## src/rtl/elevator_pkg.sv

```systemverilog
// Constants and direction-state encoding shared between the request queue and the car model.
package elevator_pkg;

  localparam int NUM_FLOORS = 7;
  localparam int FLOOR_W    = 3;

  typedef enum logic [1:0] {
    IDLE = 2'd0,
    UP   = 2'd1,
    DOWN = 2'd2
  } dir_state_t;

endpackage

```

## src/rtl/elevator_button_sync.sv

```systemverilog
// Per-bit two-flop synchronizer for asynchronous call buttons, followed by a rising-edge detector.
module elevator_button_sync #(
  parameter int WIDTH = 1
) (
  input  logic             clk,
  input  logic             reset_n,
  input  logic [WIDTH-1:0] async_in,
  output logic [WIDTH-1:0] rise
);

  logic [WIDTH-1:0] sync1_d, sync1_q;
  logic [WIDTH-1:0] sync2_d, sync2_q;
  logic [WIDTH-1:0] prev_d, prev_q;

  always_comb begin
    sync1_d = async_in;
    sync2_d = sync1_q;
    prev_d  = sync2_q;
  end

  // prev clears on reset, so a button held through reset release is seen as one fresh press.
  always_ff @(posedge clk or negedge reset_n) begin
    if (!reset_n) begin
      sync1_q <= '0;
      sync2_q <= '0;
      prev_q  <= '0;
    end else begin
      sync1_q <= sync1_d;
      sync2_q <= sync2_d;
      prev_q  <= prev_d;
    end
  end

  assign rise = sync2_q & ~prev_q;

endmodule

```

## src/rtl/elevator_request_queue.sv

```systemverilog
// Floor-call request bitmap with LOOK-style service-direction selection for the car controller.
module elevator_request_queue
  import elevator_pkg::*;
#(
  parameter int NUM_FLOORS = elevator_pkg::NUM_FLOORS,
  parameter int FLOOR_W    = elevator_pkg::FLOOR_W
) (
  input  logic                  clk,
  input  logic                  reset_n,
  input  logic [NUM_FLOORS-1:0] floor_button,
  input  logic [FLOOR_W-1:0]    current_floor,
  input  logic                  current_up_ndown,
  input  logic                  deassert_floor,
  output logic [NUM_FLOORS-1:0] queue_status,
  output logic                  queue_empty,
  output logic                  next_up_ndown,
  output logic [NUM_FLOORS-1:0] request_ack
);

  logic [NUM_FLOORS-1:0] rise, clr, above, below;
  logic [NUM_FLOORS-1:0] queue_d, queue_q;
  logic [NUM_FLOORS-1:0] ack_d, ack_q;
  dir_state_t            state_d, state_q;
  logic                  dir_d, dir_q;

  elevator_button_sync #(.WIDTH(NUM_FLOORS)) u_button_sync (
    .clk      (clk),
    .reset_n  (reset_n),
    .async_in (floor_button),
    .rise     (rise)
  );

  // An out-of-range floor index puts every pending request below the car.
  always_comb begin
    clr   = '0;
    above = '0;
    below = '0;
    for (int i = 0; i < NUM_FLOORS; i++) begin
      clr[i]   = deassert_floor && (int'(current_floor) == i);
      above[i] = queue_q[i] && (i > int'(current_floor));
      below[i] = queue_q[i] && (i < int'(current_floor));
    end
  end

  // Clear beats a simultaneous press; already-pending floors are not re-acknowledged.
  always_comb begin
    queue_d = (queue_q | rise) & ~clr;
    ack_d   = rise & ~queue_q & ~clr;
  end

  always_comb begin
    state_d = state_q;
    unique case (state_q)
      IDLE: begin
        if (above != '0 && (below == '0 || current_up_ndown)) state_d = UP;
        else if (below != '0)                                 state_d = DOWN;
      end
      UP: begin
        if (above != '0)      state_d = UP;
        else if (below != '0) state_d = DOWN;
        else if (queue_empty) state_d = IDLE;
      end
      DOWN: begin
        if (below != '0)      state_d = DOWN;
        else if (above != '0) state_d = UP;
        else if (queue_empty) state_d = IDLE;
      end
      default: state_d = IDLE;
    endcase
  end

  always_comb begin
    dir_d = dir_q;
    if (state_q == UP)        dir_d = 1'b1;
    else if (state_q == DOWN) dir_d = 1'b0;
  end

  always_ff @(posedge clk or negedge reset_n) begin
    if (!reset_n) begin
      queue_q <= '0;
      ack_q   <= '0;
      state_q <= IDLE;
      dir_q   <= 1'b1;
    end else begin
      queue_q <= queue_d;
      ack_q   <= ack_d;
      state_q <= state_d;
      dir_q   <= dir_d;
    end
  end

  assign queue_status  = queue_q;
  assign queue_empty   = ~|queue_q;
  assign next_up_ndown = dir_q;
  assign request_ack   = ack_q;

endmodule

```

## config.mk

```make
export PLATFORM = sky130hd
export DESIGN_NAME = elevator_request_queue
export DESIGN_NICKNAME = d
export VERILOG_FILES = /design/src/rtl/elevator_pkg.sv /design/src/rtl/elevator_button_sync.sv /design/src/rtl/elevator_request_queue.sv
export SDC_FILE = /design/constraint.sdc
export NUM_CORES = 1
export LEC_CHECK = 0
export BUFFER_PORTS_ARGS = -buffer_cell sky130_fd_sc_hd__buf_2
export CAP_MARGIN = 20
export CELL_PAD_IN_SITES_DETAIL_PLACEMENT = 1
export CELL_PAD_IN_SITES_GLOBAL_PLACEMENT = 1
export CORE_MARGIN = 2
export CORE_UTILIZATION = 38
export DETAILED_ROUTE_END_ITERATION = 6
export PLACE_DENSITY_LB_ADDON = 0.25
export SYNTH_ARGS = -nofsm -noshare
export SYNTH_HDL_FRONTEND = slang
export SYNTH_SLANG_ARGS = --single-unit
```

## constraint.sdc

```tcl
create_clock -name clk -period 2.55 [get_ports clk]
set_input_delay 0.6375 -clock clk [delete_from_list [all_inputs] [get_ports clk]]
set_output_delay 0.6375 -clock clk [all_outputs]
set_load 0.05 [all_outputs]
```

==> results.py, run 1 <==
metrics = {
    "global_routing": {
        "grt_pass1_vias": 1073,
        "grt_pass1_wl_um": 4857,
        "globalRoute.totalOverflow": 0,
        "gr-usage-all-layers_pct": 14.52,
        "grt_max_degree": 39,
        "grt_antenna_before_repair": 0,
    },
    "worst_hold_path": {
        "min_path_type": "register to register",
    },
    "routing": {
        "routed.top_layer": "met3",
        "drt-met1-wl_um": 1271,
        "wl_met2_um": 1573,
        "ant_nets": 0,
        "drc": 0,
        "first_pass_iters": 4,
        "routed_wl_um": 2949,
        "met3_length_um": 105,
        "wl_per_cell_um": 14.32,
        "drt_iter0_markers": 16,
        "vias_per_cell": 5.083,
        "vias": 1047,
    },
    "cells_and_area": {
        "post-route-util_pct": 48.20,
        "nets": 175,
        "drive_above_1_share_pct": 27.85,
        "diodes": 0,
        "final_common_cell": "dfrtp_1",
        "final_cell_mix": "dfrtp_1 (37), buf_2 (28), nor2_1 (17)",
        "stdcell_count": 206,
        "syn_to_final_growth_pct": 18.68,
    },
    "synth": {
        "ys_types": 31,
        "seq_area_frac_synth_pct": 62.63,
        "ys_warn_count": 0,
        "async_reset_ff_share_pct": 100.0,
        "syn_area_mm2": 0.001520,
        "avgSynthCellArea_um2": 12.36,
        "netlist.area_leader.share_pct": 60.91,
        "synthCells": 123,
        "ys_ff_latch": 38,
        "synth-edff-count": 0,
        "ys.flop_type": "dfrtp_1",
        "synth_area_leaders": "dfrtp_1 (61%), nor2_1 (4.2%), nor4b_1 (3.5%)",
        "syn_nets": 141,
        "synth_top_cell_by_area": "dfrtp_1",
    },
    "placement": {
        "port_buffers": 29,
        "place_hpwl_um": 2218,
        "dp_cells": 198,
        "gp_congestion": 0.8027,
    },
    "die": {
        "num_rows": 22,
        "die-area_mm2": 0.004523,
        "die_h_um": 67.25,
        "ios": 30,
        "die_w_um": 67.25,
        "initial_utilization_pct": 40.61,
        "core-area_mm2": 0.003744,
    },
    "run": {
        "maxCapViolations": 0,
    },
    "timing": {
        "final-setup-viol-count": 0,
        "worst_pin_slew_ns": 0.8223,
        "relSlewSlack_pct": 45.18,
        "slew_viol_final": 0,
        "hold_slack_ns": 0.3511,
        "setup_tns_ns": 0,
        "skew_ns": 0.002690,
        "fmax_mhz": 406.8,
        "rsz0062_at_grt": "false",
        "finalHoldViolCount": 0,
        "period_needed_ns": 2.458,
        "fin_crit_sh_pct": 96.41,
    },
    "power_and_ir_drop": {
        "powerDensity_mw_per_mm2": 801.6,
        "p_sw_w": 0.0004477,
        "p_leak_nw": 0.8406,
        "p_int_w": 0.0009986,
        "irDropWorstVdd_v": 0.0003999,
        "combPwrFrac_pct": 22.0,
        "switching_share_pct": 30.95,
        "power_frac_seq_pct": 49.4,
        "clock_power_share_pct": 28.6,
    },
    "clock_tree": {
        "cts_buffer_depth": 2,
        "path_clk_slew_ns": 0.07,
        "htreeDepth": 2,
        "clkSinkCount": 38,
        "clk_latency_ns": 0.28,
        "clock_tree.root_cell": "clkbuf_8",
        "cts_tree": "done",
        "numCtsBuffers": 5,
        "cts_hold_buf": 0,
    },
    "setup_path": {
        "critPathCaptureType": "primary output",
        "start_kind": "register",
        "crit_path_max_fanout": 8,
        "r2r_setup_slack_ns": 0.63,
        "worstPathArrival_ns": 1.82,
        "cp.required_ns": 1.91,
        "criticalPathCategory": "register to primary output",
    },
    "status": {
        "outcome": "completed",
    },
}
## per-layer routing
layer	up-vias	GRT usage, %
met5	-	0
met4	0	4.082
met3	0	4.833
met2	19	26.11
met1	535	16.36
li1	493	-
## layout make-up
type                    instances  area, um2
clock buffers                   8      90.09
fillers                       441       1939
inverters                       9      33.78
multi-input cells              74      520.5
flip-flops and latches         38      952.2
well taps                      48      60.06
repair buffers                 29      147.6
## cell families (layout without fill, tap and decap cells)
group                    Yosys count  in the layout  synth area share (%)
AO/OA/AOI/OAI                     20             20                 11.44
adder cells (fa/ha/maj)            4              4                 3.292
buffers and inverters             11             46                 3.457
flip-flops                        38             38                 62.63
multiplexers                       1              1                0.7407
AND/OR/NAND/NOR                   49             49                 18.44
## critical path, cell delays in order, from the launching register on
cell	delay [ns]
dfrtp_1	0.48
or4_1	0.56
nor3_2	0.21
clkbuf_4	0.29
## cells in the mapped netlist, types with 2 or more instances
cell	n
a21oi_1	8
o21ai_0	2
nand2_1	3
nor4b_1	6
nor3_1	4
a221oi_2	2
ha_1	4
inv_1	9
dfrtp_1	37
nand3_1	3
nand2b_1	2
a21o_1	2
nor3b_1	2
nor2_1	17
nor2b_1	6
## state kept, by name, summed over array words and instances, names as in the netlist
register               cells
next_up_ndown              1
queue_status               7
request_ack                7
state_q                    2
u_button_sync.prev_d       7
u_button_sync.prev_q       7
u_button_sync.sync1_q      7
## timing repair
item / CTS / global route
setup endpoints to repair: 0 / 1
gates resized for setup: 0 / 1
buffers inserted: 0 / 0
## path summary, 6_finish.rpt
path / from / to / depth (start not counted)
min in group asynchronous: reset_n / u_button_sync.sync1_q[0] / 1
min: u_button_sync.sync1_q[4] / u_button_sync.prev_d[4] / 0
max in group asynchronous: reset_n / u_button_sync.prev_q[2] / 1
min reg2reg: u_button_sync.sync1_q[4] / u_button_sync.prev_d[4] / 0
max reg2reg: queue_status[3] / state_q[1] / 6
max: queue_status[2] / queue_empty / 3
## stage by stage
stage | setup slack [ns] | area, um2 | total power [W]
final | 0.09155 | 1804 | 0.001446
after global routing | 0.007359 | 1804 | 0.001524
after CTS | 0.06747 | 1802 | 0.001465
after detailed placement | 0.3058 | 1712 | 0.001044
after global placement | 0.3882 | 1712 | 0.001027
after floorplan | 0.05236 | 1525 | 0.0009553
## power groups by stage
| stage | clock [W] | sequential (W) | combinational, W |
|---|---|---|---|
| 4_1_cts | 0.000428 | 0.000715 | 0.000323 |
| 2_1_floorplan | 0 | 0.000786 | 0.000169 |
| 5_1_grt | 0.000452 | 0.000723 | 0.000349 |
| 3_5_place_dp | 0 | 0.000726 | 0.000319 |
| 6_report | 0.000414 | 0.000715 | 0.000318 |
| 3_3_place_gp | 0 | 0.000722 | 0.000305 |
(Power assumes the default switching activity.)
==> run 2: changes to the inputs <==
--- a/config.mk
+++ b/config.mk
@@ -12,6 +12,7 @@
 export CORE_MARGIN = 2
 export CORE_UTILIZATION = 38
 export DETAILED_ROUTE_END_ITERATION = 6
+export GPL_TIMING_DRIVEN = 0
 export PLACE_DENSITY_LB_ADDON = 0.25
 export SYNTH_ARGS = -nofsm -noshare
 export SYNTH_HDL_FRONTEND = slang
==> run 2 against run 1 <==
Final area is 1.0% higher. Via count increased by 1.1%. Hold slack got worse by 0.00068 ns. Clock-buffer cell count fell by 2. Clock power about the same. Maximum frequency rose by 2.2%. Highest routed layer is now met4.
==> results.py, run 2 (synthesis gave the netlist of run 1 again) <==
metrics = {
    "timing": {
        "skew_ns": 0.003052,
        "finalHoldViolCount": 0,
        "worst_pin_slew_ns": 0.7946,
        "setup_tns_ns": 0,
        "period_needed_ns": 2.407,
        "hold_slack_ns": 0.3504,
        "final-setup-viol-count": 0,
        "fin_crit_sh_pct": 94.37,
        "slew_viol_final": 0,
        "fmax_mhz": 415.5,
        "relSlewSlack_pct": 47.03,
        "rsz0062_at_grt": "false",
    },
    "die": {
        "ios": 30,
        "die_h_um": 67.25,
        "die_w_um": 67.25,
        "num_rows": 22,
        "initial_utilization_pct": 40.61,
        "core-area_mm2": 0.003744,
        "die-area_mm2": 0.004523,
    },
    "cells_and_area": {
        "final_common_cell": "dfrtp_1",
        "nets": 176,
        "final_cell_mix": "dfrtp_1 (37), buf_2 (27), nor2_1 (17)",
        "syn_to_final_growth_pct": 19.92,
        "drive_above_1_share_pct": 29.56,
        "diodes": 0,
    },
    "routing": {
        "vias": 1058,
        "ant_nets": 0,
        "drt_iter0_markers": 25,
        "wl_per_cell_um": 13.63,
        "drc": 0,
        "vias_per_cell": 5.111,
        "routed_wl_um": 2822,
        "first_pass_iters": 4,
    },
    "setup_path": {
        "cp_num_buf_inv": 1,
        "critPathCaptureType": "primary output",
        "worstPathArrival_ns": 1.77,
        "start_kind": "register",
        "crit_path_max_fanout": 8,
        "crit_chain": "or4_1 -> nor3_2 -> buf_4",
        "criticalPathCategory": "register to primary output",
        "cpMaxStageDelayCell": "or4_1",
        "crit_path_max_incr_delay_ns": 0.56,
        "cp.required_ns": 1.91,
        "crit_family": "simple AND/OR/NAND/NOR gates",
    },
    "clock_tree": {
        "cts_tree": "done",
        "cts_buffer_depth": 2,
        "clkSinkCount": 38,
        "clock_tree.root_cell": "clkbuf_8",
        "clk_latency_ns": 0.29,
        "numCtsBuffers": 5,
        "path_clk_slew_ns": 0.07,
        "htreeDepth": 2,
    },
    "run": {
        "maxCapViolations": 0,
    },
    "power_and_ir_drop": {
        "powerDensity_mw_per_mm2": 793.4,
        "irDropWorstVdd_v": 0.0003808,
        "p_leak_nw": 0.8498,
    },
    "placement": {
        "place_hpwl_um": 2197,
        "gp_congestion": 0.7482,
        "port_buffers": 28,
    },
    "worst_hold_path": {
        "min_path_type": "register to register",
    },
    "global_routing": {
        "globalRoute.totalOverflow": 0,
        "grt_pass1_wl_um": 4747,
        "gr-usage-all-layers_pct": 14.56,
        "grt_antenna_before_repair": 0,
        "grt_max_degree": 39,
        "grt_pass1_vias": 1077,
    },
    "status": {
        "outcome": "completed",
    },
}
==> run 2: worst paths after layout <==
check | startpoint | to | slack [ns] | depth (start not counted)
max | queue_status[2] | queue_empty | 0.14 | 3
min | u_button_sync.sync1_q[4] | u_button_sync.prev_d[4] | 0.35 | 0
max reg2reg | queue_status[5] | state_q[0] | 0.62 | 6
min reg2reg | u_button_sync.sync1_q[4] | u_button_sync.prev_d[4] | 0.35 | 0
max in group asynchronous | reset_n | state_q[0] | 1.62 | 1
min in group asynchronous | reset_n | u_button_sync.sync1_q[0] | 0.43 | 1
==> run 2: repair_timing <==
| item | 4_1_cts | 5_1_grt |
|---|---|---|
| endpoints found under the setup margin | 0 | 1 |
| resized for setup | 0 | 2 |
| hold buffers | 0 | 0 |
| buffers inserted | 0 | 0 |
==> run 2: per-layer routing <==
metal | vias to the layer above | share of wire [%] | track usage [%]
met3 | 7 | 3.5 | 4.500
met5 | - | 0 | 0
li1 | 494 | - | -
met4 | 0 | 2.1 | 7.143
met1 | 537 | 43 | 15.81
met2 | 20 | 52 | 25.62
==> run 2: power by group <==
part	internal [W]	leakage (nW)	switching, W	total [W]
clock network	0.000217	0.0472	0.000198	0.000415
registers	0.000660	0.446	0.0000538	0.000713
logic	0.000121	0.356	0.000197	0.000318
==> run 2: worst reg2reg max path: stages (launching register included) <==
cell	delay (ns)
dfrtp_1	0.47
a211oi_1	0.26
nor3_1	0.12
o41ai_4	0.45
nand3b_1	0.13
a21o_1	0.21
a221oi_2	0.20
==> run 2: stage by stage <==
stage | total power (W) | instances | instance area, um2 | worst slack, ns | utilization [%]
CTS | 0.001471 | 207 | 1821 | 0.06297 | 48.63
global route | 0.001529 | 207 | 1823 | 0.02842 | 48.70
floorplan | 0.0009553 | 123 | 1525 | 0.05236 | -
finish | 0.001446 | 207 | 1823 | 0.1434 | 48.70
detailed placement | 0.001049 | 199 | 1725 | 0.2617 | 46.09
global placement | 0.001026 | 199 | 1725 | 0.3433 | 46.09
==> run 2: layout make-up <==
| type | instances | area, um2 |
|---|---|---|
| Timing Repair Buffer | 28 | 142.6 |
| Sequential cell | 38 | 952.2 |
| Multi-Input combinational cell | 74 | 520.5 |
| Tap cell | 48 | 60.06 |
| Buffer | 2 | 18.77 |
| Fill cell | 426 | 1921 |
| Clock inverter | 2 | 12.51 |
| Clock buffer | 6 | 82.58 |
| Inverter | 9 | 33.78 |
==> run 3: changes to the inputs <==
--- a/config.mk
+++ b/config.mk
@@ -13,6 +13,7 @@
 export CORE_UTILIZATION = 38
 export DETAILED_ROUTE_END_ITERATION = 6
 export GPL_TIMING_DRIVEN = 0
+export MAX_ROUTING_LAYER = met4
 export PLACE_DENSITY_LB_ADDON = 0.25
 export SYNTH_ARGS = -nofsm -noshare
 export SYNTH_HDL_FRONTEND = slang
==> run 3 against run 2 <==
Clock-buffer cell count did not move. Utilization did not move. Clock skew barely moved. Combinational power barely moved. Final cell count did not move. Via count fell by 0.38%. Die area did not move. Setup slack got worse by 0.0072 ns. Maximum frequency fell by 0.30%. Wire length rose by 1.1%.
==> results.py, run 3 (synthesis gave the netlist of run 1 again) <==
metrics = {
    "global_routing": {
        "grt_max_degree": 39,
        "grt_pass1_wl_um": 4747,
        "gr-usage-all-layers_pct": 14.98,
        "globalRoute.totalOverflow": 0,
        "grt_pass1_vias": 1077,
        "grt_antenna_before_repair": 0,
    },
    "timing": {
        "finalHoldViolCount": 0,
        "period_needed_ns": 2.414,
        "final-setup-viol-count": 0,
        "fmax_mhz": 414.3,
        "skew_ns": 0.003229,
        "relSlewSlack_pct": 46.98,
        "fin_crit_sh_pct": 94.66,
        "worst_pin_slew_ns": 0.7953,
        "setup_tns_ns": 0,
        "rsz0062_at_grt": "false",
        "hold_slack_ns": 0.3505,
        "slew_viol_final": 0,
    },
    "routing": {
        "drt_iter0_markers": 25,
        "routed_wl_um": 2854,
        "vias_per_cell": 5.092,
        "ant_nets": 0,
        "vias": 1054,
        "drc": 0,
        "wl_per_cell_um": 13.79,
        "first_pass_iters": 4,
    },
    "clock_tree": {
        "postCtsResizedCells": 0,
        "clock_tree.root_cell": "clkbuf_8",
        "numCtsBuffers": 5,
        "clk_latency_ns": 0.29,
        "cts_tree": "done",
        "cts_buffer_depth": 2,
        "path_clk_slew_ns": 0.07,
        "htreeDepth": 2,
        "clkSinkCount": 38,
        "cts_hold_buf": 0,
        "post_cts_buffers": 0,
    },
    "cells_and_area": {
        "diodes": 0,
        "final_cell_mix": "dfrtp_1 (37), buf_2 (27), nor2_1 (17)",
        "drive_above_1_share_pct": 29.56,
        "finalInstanceArea_mm2": 0.001823,
        "post-route-util_pct": 48.70,
        "syn_to_final_growth_pct": 19.92,
        "nets": 176,
        "final_common_cell": "dfrtp_1",
    },
    "setup_path": {
        "crit_path_max_incr_delay_ns": 0.56,
        "cp.required_ns": 1.91,
        "start_kind": "register",
        "crit_path_max_fanout": 8,
        "critPathCaptureType": "primary output",
        "cpMaxStageDelayCell": "or4_1",
        "crit_start": "queue_status[2]",
        "cp_num_buf_inv": 1,
        "r2r_setup_slack_ns": 0.62,
        "criticalPathCategory": "register to primary output",
        "r2r_start": "queue_status[5]",
        "crit_family": "simple AND/OR/NAND/NOR gates",
        "crit_chain": "or4_1 -> nor3_2 -> buf_4",
        "worstPathArrival_ns": 1.78,
    },
    "worst_hold_path": {
        "min_path_type": "register to register",
        "hold_start": "u_button_sync.sync1_q[4]",
    },
    "status": {
        "outcome": "completed",
    },
    "power_and_ir_drop": {
        "finalPower_w": 0.001452,
        "powerDensity_mw_per_mm2": 796.3,
        "p_leak_nw": 0.8498,
        "irDropWorstVdd_v": 0.0003808,
    },
    "placement": {
        "port_buffers": 28,
        "dpl-instance-area_mm2": 0.001725,
        "place_hpwl_um": 2197,
        "gp_congestion": 0.7577,
    },
    "die": {
        "die_h_um": 67.25,
        "num_rows": 22,
        "initial_utilization_pct": 40.61,
        "core-area_mm2": 0.003744,
        "die_w_um": 67.25,
        "die-area_mm2": 0.004523,
        "ios": 30,
    },
    "run": {
        "maxCapViolations": 0,
    },
}
==> run 3: cell counts in the layout (fill, tap and decap cells not counted) <==
Identical to the previous run, type by type.
==> run 3: final cells by class <==
| class | count | area, um2 |
|---|---|---|
| timing repair buffer | 28 | 142.6 |
| fill | 426 | 1921 |
| clock buffer | 6 | 82.58 |
| buffer | 2 | 18.77 |
| inverter | 9 | 33.78 |
| tap | 48 | 60.06 |
| multi-input combinational | 74 | 520.5 |
| clock inverter | 2 | 12.51 |
| sequential | 38 | 952.2 |
==> run 3: where the power goes <==
part | total, W | switching (W) | internal [W]
combinational | 0.000318 | 0.000197 | 0.000121
sequential | 0.000713 | 0.0000538 | 0.000660
clock | 0.000420 | 0.000203 | 0.000217
total | 0.00145 | 0.000454 | 0.000997
==> run 3: worst register-to-register path, stage by stage, from the launching register on <==
cell and delay (ns):
dfrtp_1 0.47, a211oi_1 0.26, nor3_1 0.12, o41ai_4 0.45, nand3b_1 0.13, a21o_1 0.21
a221oi_2 0.20
==> run 3: final timing paths <==
| kind | endpoint | cells past startpoint |
|---|---|---|
| worst max-delay path | queue_empty | 3 |
| worst min-delay path | u_button_sync.prev_d[4] | 0 |
| worst max register to register | state_q[0] | 6 |
| worst min register to register | u_button_sync.prev_d[4] | 0 |
| max in group asynchronous | state_q[0] | 1 |
| min in group asynchronous | u_button_sync.sync1_q[0] | 1 |
==> run 3: metal layers <==
metal  vias up  part of all wire (%)  global-route usage, %  wire length (um)
li1        493                     -                      -                 -
met1       538                    43                  15.81              1214
met2        19                    52                  25.62              1488
met3         4                   4.0                  4.500               115
met4         0                   1.3                  7.143                36
met5         -                     0                      -                 0
==> run 3: per-stage QoR <==
step                std cells  worst slack [ns]
finish                    207            0.1362
global route              207           0.02842
CTS                       207           0.06297
detailed placement        199            0.2617
global placement          199            0.3433
floorplan                 123           0.05236
